[src/rtl/qspi_arb_pkg.sv]
// Shared types and constants for the QSPI bus arbiter: FSM states, owner
// status codes and the pin bundle with its idle (all deselected) value.
package qspi_arb_pkg;

  typedef enum logic [1:0] {
    IDLE  = 2'd0,
    OWN_A = 2'd1,
    OWN_B = 2'd2,
    GAP   = 2'd3
  } arb_state_e;

  localparam logic [1:0] OWNER_NONE = 2'd0;
  localparam logic [1:0] OWNER_A    = 2'd1;
  localparam logic [1:0] OWNER_B    = 2'd2;

  localparam logic LAST_A = 1'b0;
  localparam logic LAST_B = 1'b1;

  typedef struct packed {
    logic [3:0] data_out;
    logic [3:0] data_oe;
    logic       clk_out;
    logic       flash_select;
    logic       ram_a_select;
    logic       ram_b_select;
  } qspi_pins_t;

  localparam logic [3:0] IDLE_DATA   = 4'h0;
  localparam logic [3:0] IDLE_OE     = 4'h0;
  localparam logic       IDLE_CLK    = 1'b0;
  localparam logic       IDLE_SELECT = 1'b1;

  localparam qspi_pins_t PINS_IDLE = '{
    data_out:     IDLE_DATA,
    data_oe:      IDLE_OE,
    clk_out:      IDLE_CLK,
    flash_select: IDLE_SELECT,
    ram_a_select: IDLE_SELECT,
    ram_b_select: IDLE_SELECT
  };

  function automatic logic [1:0] owner_code(arb_state_e s);
    case (s)
      OWN_A:   owner_code = OWNER_A;
      OWN_B:   owner_code = OWNER_B;
      default: owner_code = OWNER_NONE;
    endcase
  endfunction

endpackage

[src/rtl/qspi_bus_arbiter_if.sv]
// One requester's connection to the arbiter: handshake, SPI outputs and the
// broadcast SD inputs. master = requester side, slave = arbiter side.
interface qspi_bus_arbiter_if;
  logic       req;
  logic       gnt;
  logic [3:0] data_out;
  logic [3:0] data_oe;
  logic [3:0] data_in;
  logic       clk_out;
  logic       flash_select;
  logic       ram_a_select;
  logic       ram_b_select;

  modport master (
    output req, data_out, data_oe, clk_out, flash_select, ram_a_select, ram_b_select,
    input  gnt, data_in
  );

  modport slave (
    input  req, data_out, data_oe, clk_out, flash_select, ram_a_select, ram_b_select,
    output gnt, data_in
  );
endinterface

[src/rtl/qspi_pin_mux.sv]
// Combinational pad mux: passes the owning requester's pins through, or the
// idle values when nobody owns the bus or reset is asserted.
module qspi_pin_mux
  import qspi_arb_pkg::*;
(
  input  logic       rst,
  input  arb_state_e state,
  input  qspi_pins_t a_pins,
  input  qspi_pins_t b_pins,
  output qspi_pins_t pad_pins
);

  // rst overrides the state so pins are idle even before the state reinitialises
  always_comb begin
    pad_pins = PINS_IDLE;
    if (rst) begin
      pad_pins = PINS_IDLE;
    end else begin
      case (state)
        OWN_A:     pad_pins = a_pins;
        OWN_B:     pad_pins = b_pins;
        IDLE, GAP: pad_pins = PINS_IDLE;
        default:   pad_pins = PINS_IDLE;
      endcase
    end
  end

endmodule

[src/rtl/qspi_bus_arbiter.sv]
// Two-requester QSPI pin arbiter. Ownership changes only when the owner is
// idle and has dropped req, followed by GAP_CYCLES of idle pins.
module qspi_bus_arbiter
  import qspi_arb_pkg::*;
#(
  parameter int GAP_CYCLES    = 2,
  parameter int A_RESET_OWNER = 1
) (
  input  logic               clk,
  input  logic               rst,
  qspi_bus_arbiter_if.slave  a,
  qspi_bus_arbiter_if.slave  b,
  input  logic [3:0]         qspi_data_in,
  output logic [3:0]         qspi_data_out,
  output logic [3:0]         qspi_data_oe,
  output logic               qspi_clk_out,
  output logic               qspi_flash_select,
  output logic               qspi_ram_a_select,
  output logic               qspi_ram_b_select,
  output logic [1:0]         owner
);

  localparam logic [3:0] GAP_INIT = 4'(GAP_CYCLES - 1);
  localparam arb_state_e RESET_STATE = (A_RESET_OWNER != 0) ? OWN_A : IDLE;

  arb_state_e state_r, next_state_s, pick_s;
  logic [3:0] gap_cnt_r, next_gap_cnt_s;
  logic       last_owner_r, next_last_owner_s;
  logic       a_idle_s, b_idle_s;
  qspi_pins_t a_pins_s, b_pins_s, pad_pins_s;

  assign a_idle_s = a.flash_select & a.ram_a_select & a.ram_b_select;
  assign b_idle_s = b.flash_select & b.ram_a_select & b.ram_b_select;

  // On a tie the requester that did not own the bus last wins
  always_comb begin
    pick_s = IDLE;
    if (a.req && b.req) begin
      if (last_owner_r == LAST_B) begin
        pick_s = OWN_A;
      end else begin
        pick_s = OWN_B;
      end
    end else if (a.req) begin
      pick_s = OWN_A;
    end else if (b.req) begin
      pick_s = OWN_B;
    end else begin
      pick_s = IDLE;
    end
  end

  // Next-state logic; an owner is released only between transactions
  always_comb begin
    next_state_s      = state_r;
    next_gap_cnt_s    = gap_cnt_r;
    next_last_owner_s = last_owner_r;
    case (state_r)
      IDLE: next_state_s = pick_s;
      OWN_A: begin
        if (!a.req && a_idle_s) begin
          next_state_s      = GAP;
          next_gap_cnt_s    = GAP_INIT;
          next_last_owner_s = LAST_A;
        end else begin
          next_state_s = OWN_A;
        end
      end
      OWN_B: begin
        if (!b.req && b_idle_s) begin
          next_state_s      = GAP;
          next_gap_cnt_s    = GAP_INIT;
          next_last_owner_s = LAST_B;
        end else begin
          next_state_s = OWN_B;
        end
      end
      GAP: begin
        if (gap_cnt_r == 4'd0) begin
          next_state_s = pick_s;
        end else begin
          next_gap_cnt_s = gap_cnt_r - 4'd1;
        end
      end
      default: next_state_s = RESET_STATE;
    endcase
  end

  // State, gap counter and round-robin history
  always_ff @(posedge clk) begin
    if (rst) begin
      state_r      <= RESET_STATE;
      gap_cnt_r    <= 4'd0;
      last_owner_r <= LAST_B;
    end else begin
      state_r      <= next_state_s;
      gap_cnt_r    <= next_gap_cnt_s;
      last_owner_r <= next_last_owner_s;
    end
  end

  assign a.gnt     = (state_r == OWN_A);
  assign b.gnt     = (state_r == OWN_B);
  assign owner     = owner_code(state_r);
  assign a.data_in = qspi_data_in;
  assign b.data_in = qspi_data_in;

  assign a_pins_s = '{
    data_out: a.data_out, data_oe: a.data_oe, clk_out: a.clk_out,
    flash_select: a.flash_select, ram_a_select: a.ram_a_select, ram_b_select: a.ram_b_select
  };
  assign b_pins_s = '{
    data_out: b.data_out, data_oe: b.data_oe, clk_out: b.clk_out,
    flash_select: b.flash_select, ram_a_select: b.ram_a_select, ram_b_select: b.ram_b_select
  };

  qspi_pin_mux u_pin_mux (
    .rst      (rst),
    .state    (state_r),
    .a_pins   (a_pins_s),
    .b_pins   (b_pins_s),
    .pad_pins (pad_pins_s)
  );

  assign qspi_data_out     = pad_pins_s.data_out;
  assign qspi_data_oe      = pad_pins_s.data_oe;
  assign qspi_clk_out      = pad_pins_s.clk_out;
  assign qspi_flash_select = pad_pins_s.flash_select;
  assign qspi_ram_a_select = pad_pins_s.ram_a_select;
  assign qspi_ram_b_select = pad_pins_s.ram_b_select;

endmodule

[src/flat_wrapper.sv]
// flat-port wrapper written by rule: the top's interface ports become plain ports
module qspi_bus_arbiter_flat import qspi_arb_pkg::*;
#(
  parameter int GAP_CYCLES    = 2,
  parameter int A_RESET_OWNER = 1
)
  (clk, rst, qspi_data_in, qspi_data_out, qspi_data_oe, qspi_clk_out, qspi_flash_select, qspi_ram_a_select, qspi_ram_b_select, owner, a_req, a_data_out, a_data_oe, a_clk_out, a_flash_select, a_ram_a_select, a_ram_b_select, a_gnt, a_data_in, b_req, b_data_out, b_data_oe, b_clk_out, b_flash_select, b_ram_a_select, b_ram_b_select, b_gnt, b_data_in);
  qspi_bus_arbiter_if a_i ();
  qspi_bus_arbiter_if b_i ();
  input  logic clk;
  input  logic rst;
  input  logic [3:0] qspi_data_in;
  output logic [3:0] qspi_data_out;
  output logic [3:0] qspi_data_oe;
  output logic qspi_clk_out;
  output logic qspi_flash_select;
  output logic qspi_ram_a_select;
  output logic qspi_ram_b_select;
  output logic [1:0] owner;
  input wire logic [$bits(a_i.req)-1:0] a_req;
  input wire logic [$bits(a_i.data_out)-1:0] a_data_out;
  input wire logic [$bits(a_i.data_oe)-1:0] a_data_oe;
  input wire logic [$bits(a_i.clk_out)-1:0] a_clk_out;
  input wire logic [$bits(a_i.flash_select)-1:0] a_flash_select;
  input wire logic [$bits(a_i.ram_a_select)-1:0] a_ram_a_select;
  input wire logic [$bits(a_i.ram_b_select)-1:0] a_ram_b_select;
  output wire logic [$bits(a_i.gnt)-1:0] a_gnt;
  output wire logic [$bits(a_i.data_in)-1:0] a_data_in;
  input wire logic [$bits(b_i.req)-1:0] b_req;
  input wire logic [$bits(b_i.data_out)-1:0] b_data_out;
  input wire logic [$bits(b_i.data_oe)-1:0] b_data_oe;
  input wire logic [$bits(b_i.clk_out)-1:0] b_clk_out;
  input wire logic [$bits(b_i.flash_select)-1:0] b_flash_select;
  input wire logic [$bits(b_i.ram_a_select)-1:0] b_ram_a_select;
  input wire logic [$bits(b_i.ram_b_select)-1:0] b_ram_b_select;
  output wire logic [$bits(b_i.gnt)-1:0] b_gnt;
  output wire logic [$bits(b_i.data_in)-1:0] b_data_in;
  assign a_i.req = a_req;
  assign a_i.data_out = a_data_out;
  assign a_i.data_oe = a_data_oe;
  assign a_i.clk_out = a_clk_out;
  assign a_i.flash_select = a_flash_select;
  assign a_i.ram_a_select = a_ram_a_select;
  assign a_i.ram_b_select = a_ram_b_select;
  assign a_gnt = a_i.gnt;
  assign a_data_in = a_i.data_in;
  assign b_i.req = b_req;
  assign b_i.data_out = b_data_out;
  assign b_i.data_oe = b_data_oe;
  assign b_i.clk_out = b_clk_out;
  assign b_i.flash_select = b_flash_select;
  assign b_i.ram_a_select = b_ram_a_select;
  assign b_i.ram_b_select = b_ram_b_select;
  assign b_gnt = b_i.gnt;
  assign b_data_in = b_i.data_in;
  qspi_bus_arbiter #(.GAP_CYCLES(GAP_CYCLES), .A_RESET_OWNER(A_RESET_OWNER)) u_core (.clk(clk), .rst(rst), .a(a_i), .b(b_i), .qspi_data_in(qspi_data_in), .qspi_data_out(qspi_data_out), .qspi_data_oe(qspi_data_oe), .qspi_clk_out(qspi_clk_out), .qspi_flash_select(qspi_flash_select), .qspi_ram_a_select(qspi_ram_a_select), .qspi_ram_b_select(qspi_ram_b_select), .owner(owner));
endmodule
[config.mk]
export PLATFORM = sky130hd
export DESIGN_NAME = qspi_bus_arbiter_flat
export DESIGN_NICKNAME = d
export VERILOG_FILES = /design/src/rtl/qspi_arb_pkg.sv /design/src/rtl/qspi_bus_arbiter_if.sv /design/src/rtl/qspi_pin_mux.sv /design/src/rtl/qspi_bus_arbiter.sv /design/src/flat_wrapper.sv
export SDC_FILE = /design/constraint.sdc
export NUM_CORES = 1
export LEC_CHECK = 0
export CAP_MARGIN = 20
export CORE_ASPECT_RATIO = 1.2
export CORE_MARGIN = 3
export CORE_UTILIZATION = 37
export CTS_CLUSTER_SIZE = 12
export DETAILED_ROUTE_END_ITERATION = 8
export PLACE_DENSITY = 0.82
export SLEW_MARGIN = 40
export SYNTH_ARGS = -nofsm -noshare
export SYNTH_HDL_FRONTEND = slang
export SYNTH_SLANG_ARGS = --single-unit
[constraint.sdc]
create_clock -name clk -period 3.5 [get_ports clk]
set_input_delay 0.525 -clock clk [delete_from_list [all_inputs] [get_ports clk]]
set_output_delay 0.525 -clock clk [all_outputs]
set_load 0.01 [all_outputs]
* Word-level counts from Yosys, hierarchy flattened
Cells that the tools add are included.
Storage, ports and cells: word-level logic and storage cells 45, register bits after elaboration 7, output and inout bits 24
Cells by class: multiplexer cells 18, equality and inequality tests 7, $add $sub $neg 1, reduce and logical (&&, ||, !) cells 12, bitwise gates (word level) 4
Operators with widths (number):
- one-hot mux 12 bit (3 select lines) | 1
- two-way mux 12 bit | 1
- two-way mux 2 bit | 6
- two-way mux 4 bit | 3
- one-hot mux 4 bit (3 select lines) | 1
- one-hot mux 2 bit (4 select lines) | 1
- != test 2 x 1 -> 1 bit (second input constant) | 3
- AND 1 bit | 4
- == test 2 bit (second input constant) | 2
- zero test 4 bit | 1
- one-hot mux 2 bit (2 select lines) | 1
- AND reduction 4 bit | 1
- subtractor 4 x 1 -> 4 bit (second input constant) | 1
- logical AND 1 bit | 3
- two-way mux 1 bit | 3
- AND reduction 3 bit | 1
- nonzero test 3 bit | 1
- == test 2 x 1 -> 1 bit (second input constant) | 1
- zero test 1 bit | 2
- zero test 2 bit | 1
- != test 2 bit (second input constant) | 1
- one-hot mux 1 bit (2 select lines) | 1
- nonzero test 2 bit | 1
- OR reduction 2 bit | 1

* Logic depth before layout (Yosys ltp)
depth after elaboration 5, mapped depth 6, gate-level depth less buffers 6

* Modules after synthesis
From an unflattened synthesis, not the netlist that was laid out.
Second synthesis, totals: cell total of the unflattened synthesis 113, area, all modules 889.6 um^2
Modules (own cells, without submodules):
- qspi_bus_arbiter | seq. area each 140.1 um^2, cells each 69, area each 628.1 um^2, instances 1
- qspi_pin_mux | seq. area each 0.0 um^2, cells each 44, area each 261.5 um^2, instances 1

* Worst setup path before layout
Ideal clock, no wire load.
path kind register to output, start point reg u_core.state_r[0], end point out qspi_clk_out, required time 2.975 ns, cell stages (with the launch flop) 7, path slack 1.527 ns, data arrival time 1.448 ns, cells stage by stage dfxtp_1 -> inv_1 -> ha_1 -> nor2b_1 -> clkbuf_1 -> a22oi_1 -> nor2_1
RTL lines:
- start: declaration | RTL line qspi_bus_arbiter.sv:26 | arb_state_e state_r, next_state_s, pick_s;
- start signal: assignment | RTL line qspi_bus_arbiter.sv:96 | state_r <= next_state_s;
- == test 2 bit
- named net b_gnt | RTL line flat_wrapper.sv:36 | output wire logic [$bits(b_i.gnt)-1:0] b_gnt;
- one-hot mux 12 bit (3 select lines) | RTL line qspi_pin_mux.sv:19 | case (state)
- two-way mux 12 bit | RTL line qspi_pin_mux.sv:16 | if (rst) begin
- end: declaration | RTL line flat_wrapper.sv:15 | output logic qspi_clk_out;
The timed path passes the listed nets, and every way through them passes these cells.

* Final worst setup path
start point reg u_core.state_r[1], end point out qspi_data_out[1]
On the way: longest elaborated chain between the ends 4
RTL lines:
- == test 2 bit / zero test 2 bit (equally long branches) | RTL line qspi_pin_mux.sv:19
- OR reduction 2 bit | RTL line qspi_pin_mux.sv:19
- one-hot mux 12 bit (3 select lines) * | RTL line qspi_pin_mux.sv:19
- two-way mux 12 bit * | RTL line qspi_pin_mux.sv:16
- end: declaration | RTL line flat_wrapper.sv:13 | output logic [3:0] qspi_data_out;
Every way passes the cells marked *; elsewhere a longest branch is shown, timed or not.

==> out/qor.txt <==
status = completed
FF-to-FF End = u_core.gap_cnt_r[2]$_SDFFE_PP0P_
Internal = 0.346 mW
GRT overflow = 0
PD cells = 491 nW/um2
Slew Limit Fails = 0
Crit. End Element = primary output
Clock Tree Root = clkbuf_4
slowest CP cell = nor2b_1
GR Util met3 = 0.0128
core box area = 1940 um2
sw frac = 0.415
Fmax = 322 MHz
Clock power frac = 0.133
drt pass-1 iters = 4
vias in the first global route = 825
CP Max Fanout = 17
main flop type after synthesis = dfxtp_1
synth-to-layout area growth = 52.8%
share of cells above drive strength 1 = 0.0741
largest family of logic cells by synthesized area = compound AO/OA/AOI/OAI gates
first-pass GRT wire length = 3.48 mm
EDFF count, synth = 0
Max-cap violations = 0
Yosys top cell by area = dfxtp_1
R2R Path Start = u_core.state_r[1]$_SDFFE_PP0P_
met2 Use GR = 0.331
most frequent cells in the layout = clkdlybuf4s50_1, nor2_1, a22oi_1
critical path arrival = 2580 ps
worst-skew pair later-pin latency = 260 ps
Synth Area in Simple Gates = 0.277
asr flop ratio synth = 0
ant diodes = 0
Die X-Extent = 48.1 um
Psw = 0.245 mW
WS Path Type = reg2out
DR iter-0 viols = 10
startpoint class of the critical path = register
crit share post-route = 0.887
DP Wirelength = 1.88 mm
met1 Resource Use GR = 0.168
antenna-violating nets left = 0
Final Setup Violations = 0
initial antenna violation count = 0
worst-case reg-to-reg path depth = 5
residual DRC count = 0
WL final = 2.35 mm
Reg clk slew, reported paths = 60 ps
TritonCTS clock tree = built
Post-CTS Hold Buffers = 0
CTS max path bufs = 2
I/O pin count = 56
PortBufs = 43
WP buf/inv = 2
GRT Resource Usage Total = 0.171
hold depth = 2
dpl cells = 159
maximum vdd drop = 0.391 mV
GR peak layer = met2
post-layout minimum cycle time = 3100 ps
compound-cell area share of the yosys netlist = 0.315
Initial Util = 0.407
synthesized area = 787 um2
nets = 174
CP cell instances = inv_1 -> ha_1 -> nor2b_1 -> a22oi_1 -> nor2_1 -> clkdlybuf4s50_1
CTS H-Tree Depth = 1
register area share after synthesis = 0.178
slew margin rel. = 0.587
slew at the pin closest to its max-slew limit = 619 ps
most common cell after layout, fill and taps aside = clkdlybuf4s50_1
Layout Skew = 1.53 ps
setup repair bufs after CTS = 0
Vias/cell = 5.25
maximum number of pins on one net before global-route repair = 18
xor-xnor portion of the synthesized cell area = 0
Logic pwr share = 0.683
mux cell area share after synthesis = 0
Post-CTS Resized = 0
Placer Congestion = 0.795
Synth Instances = 100
final hold violations = 0
Slowest Stage Delay on Critical Path = 580 ps
row count = 17
hold path start = u_core.last_owner_r$_SDFFE_PP1P_
leak pwr = 0.463 nW
top cell type's share of synthesized area = 0.178
die area = 2720 um2
hold endpoint = u_core.last_owner_r$_SDFFE_PP1P_
RSZ-0062 raised after global routing = no
fin cells = 163
Hold Path Class = reg2reg
Flop pwr share = 0.183
post-synthesis register bit count = 7
Post-Synth Adder-Cell Area = 0.0954
Avg Cell Area, Syn = 7.87 um2
Syn Nets = 138
DR WL/cell = 14.4 um
WP data required = 2970 ps
Util after Layout = 0.621
die height = 56.5 um
# clock sinks = 7
Num CTS Buffers = 3
flop-to-flop setup slack = 1580 ps
Synth area leaders = dfxtp_1, ha_1, a22oi_1
Syn. warnings = 0
post-synth cell types = 36
delay-heaviest family, CP = simple AND/OR/NAND/NOR gates
setup_tns = 0 ps
via count = 855
cell usage after synthesis (2+ instances only):
cell type / instances
a21o_1: 2
a21oi_1: 5
a22oi_1: 9
buf_4: 9
clkbuf_1: 2
dfxtp_1: 7
ha_1: 6
inv_1: 6
nand2_1: 7
nand2b_1: 6
nand3_1: 2
nor2_1: 12
nor2b_1: 2
nor3_1: 2
o31ai_1: 2
cell type report:
type                       instances  area (um2)
tap                               28        35.0
clock buffer                       4        26.3
multi-input combinational         74         541
sequential                         7         140
fill                             175         733
timing repair buffer              44         438
inverter                           6        22.5
per-layer routing:
layer	up-vias	share of wire	routed length, um
met1	391	0.36	842
met3	7	0.056	131
li1	423	-	-
met5	-	0	0
met2	34	0.56	1320
met4	0	0.024	56
worst min-delay path, stage by stage (launching register included):
cell and delay, ps:
dfxtp_1 330, nor2_1 50, o21bai_1 100
logic make-up (layout without fill, tap and decap cells):
group | Yosys count | count (layout)
AO/OA/AOI/OAI | 31 | 31
adder cells (fa/ha/maj) | 6 | 6
buffers and inverters | 19 | 54
AND/OR/NAND/NOR | 37 | 37
flip-flops | 7 | 7
sequential cells by signal, summed over array words and instances (netlist names):
name / flops
u_core.state_r: 2
u_core.gap_cnt_r: 4
u_core.last_owner_r: 1
power by group through the flow:
stage | clock (mW) | sequential (mW) | combinational (mW)
after floorplan | 0 | 0.106 | 0.263
after global placement | 0 | 0.108 | 0.395
after detailed placement | 0 | 0.110 | 0.404
after CTS | 0.0798 | 0.109 | 0.406
after global routing | 0.0801 | 0.111 | 0.439
final | 0.0787 | 0.108 | 0.404
per-stage QoR:
| step | setup WS, ps | area [um2] | hold WS [ps] | total power, mW |
|---|---|---|---|---|
| after floorplan | 1530 | 787 | 478 | 0.369 |
| after global routing | 286 | 1200 | 552 | 0.630 |
| after CTS | 403 | 1200 | 523 | 0.594 |
| final | 395 | 1200 | 521 | 0.591 |
| after detailed placement | 678 | 1180 | 512 | 0.515 |
| after global placement | 824 | 1180 | 496 | 0.503 |
worst max-delay path by stage:
stage / to / start / slack [ps] / cells after the start
after detailed placement: qspi_data_out[1] / u_core.state_r[1]$_SDFFE_PP0P_ / 680 / 6
final: qspi_data_out[1] / u_core.state_r[1]$_SDFFE_PP0P_ / 400 / 6
after global routing: qspi_clk_out / u_core.state_r[1]$_SDFFE_PP0P_ / 290 / 6
after floorplan: qspi_clk_out / u_core.state_r[0]$_SDFFE_PP1P_ / 1530 / 6
after global placement: qspi_data_oe[1] / u_core.state_r[1]$_SDFFE_PP0P_ / 820 / 6
after CTS: qspi_data_out[1] / u_core.state_r[1]$_SDFFE_PP0P_ / 400 / 6
No activity file was read; power rests on OpenSTA's default activity.
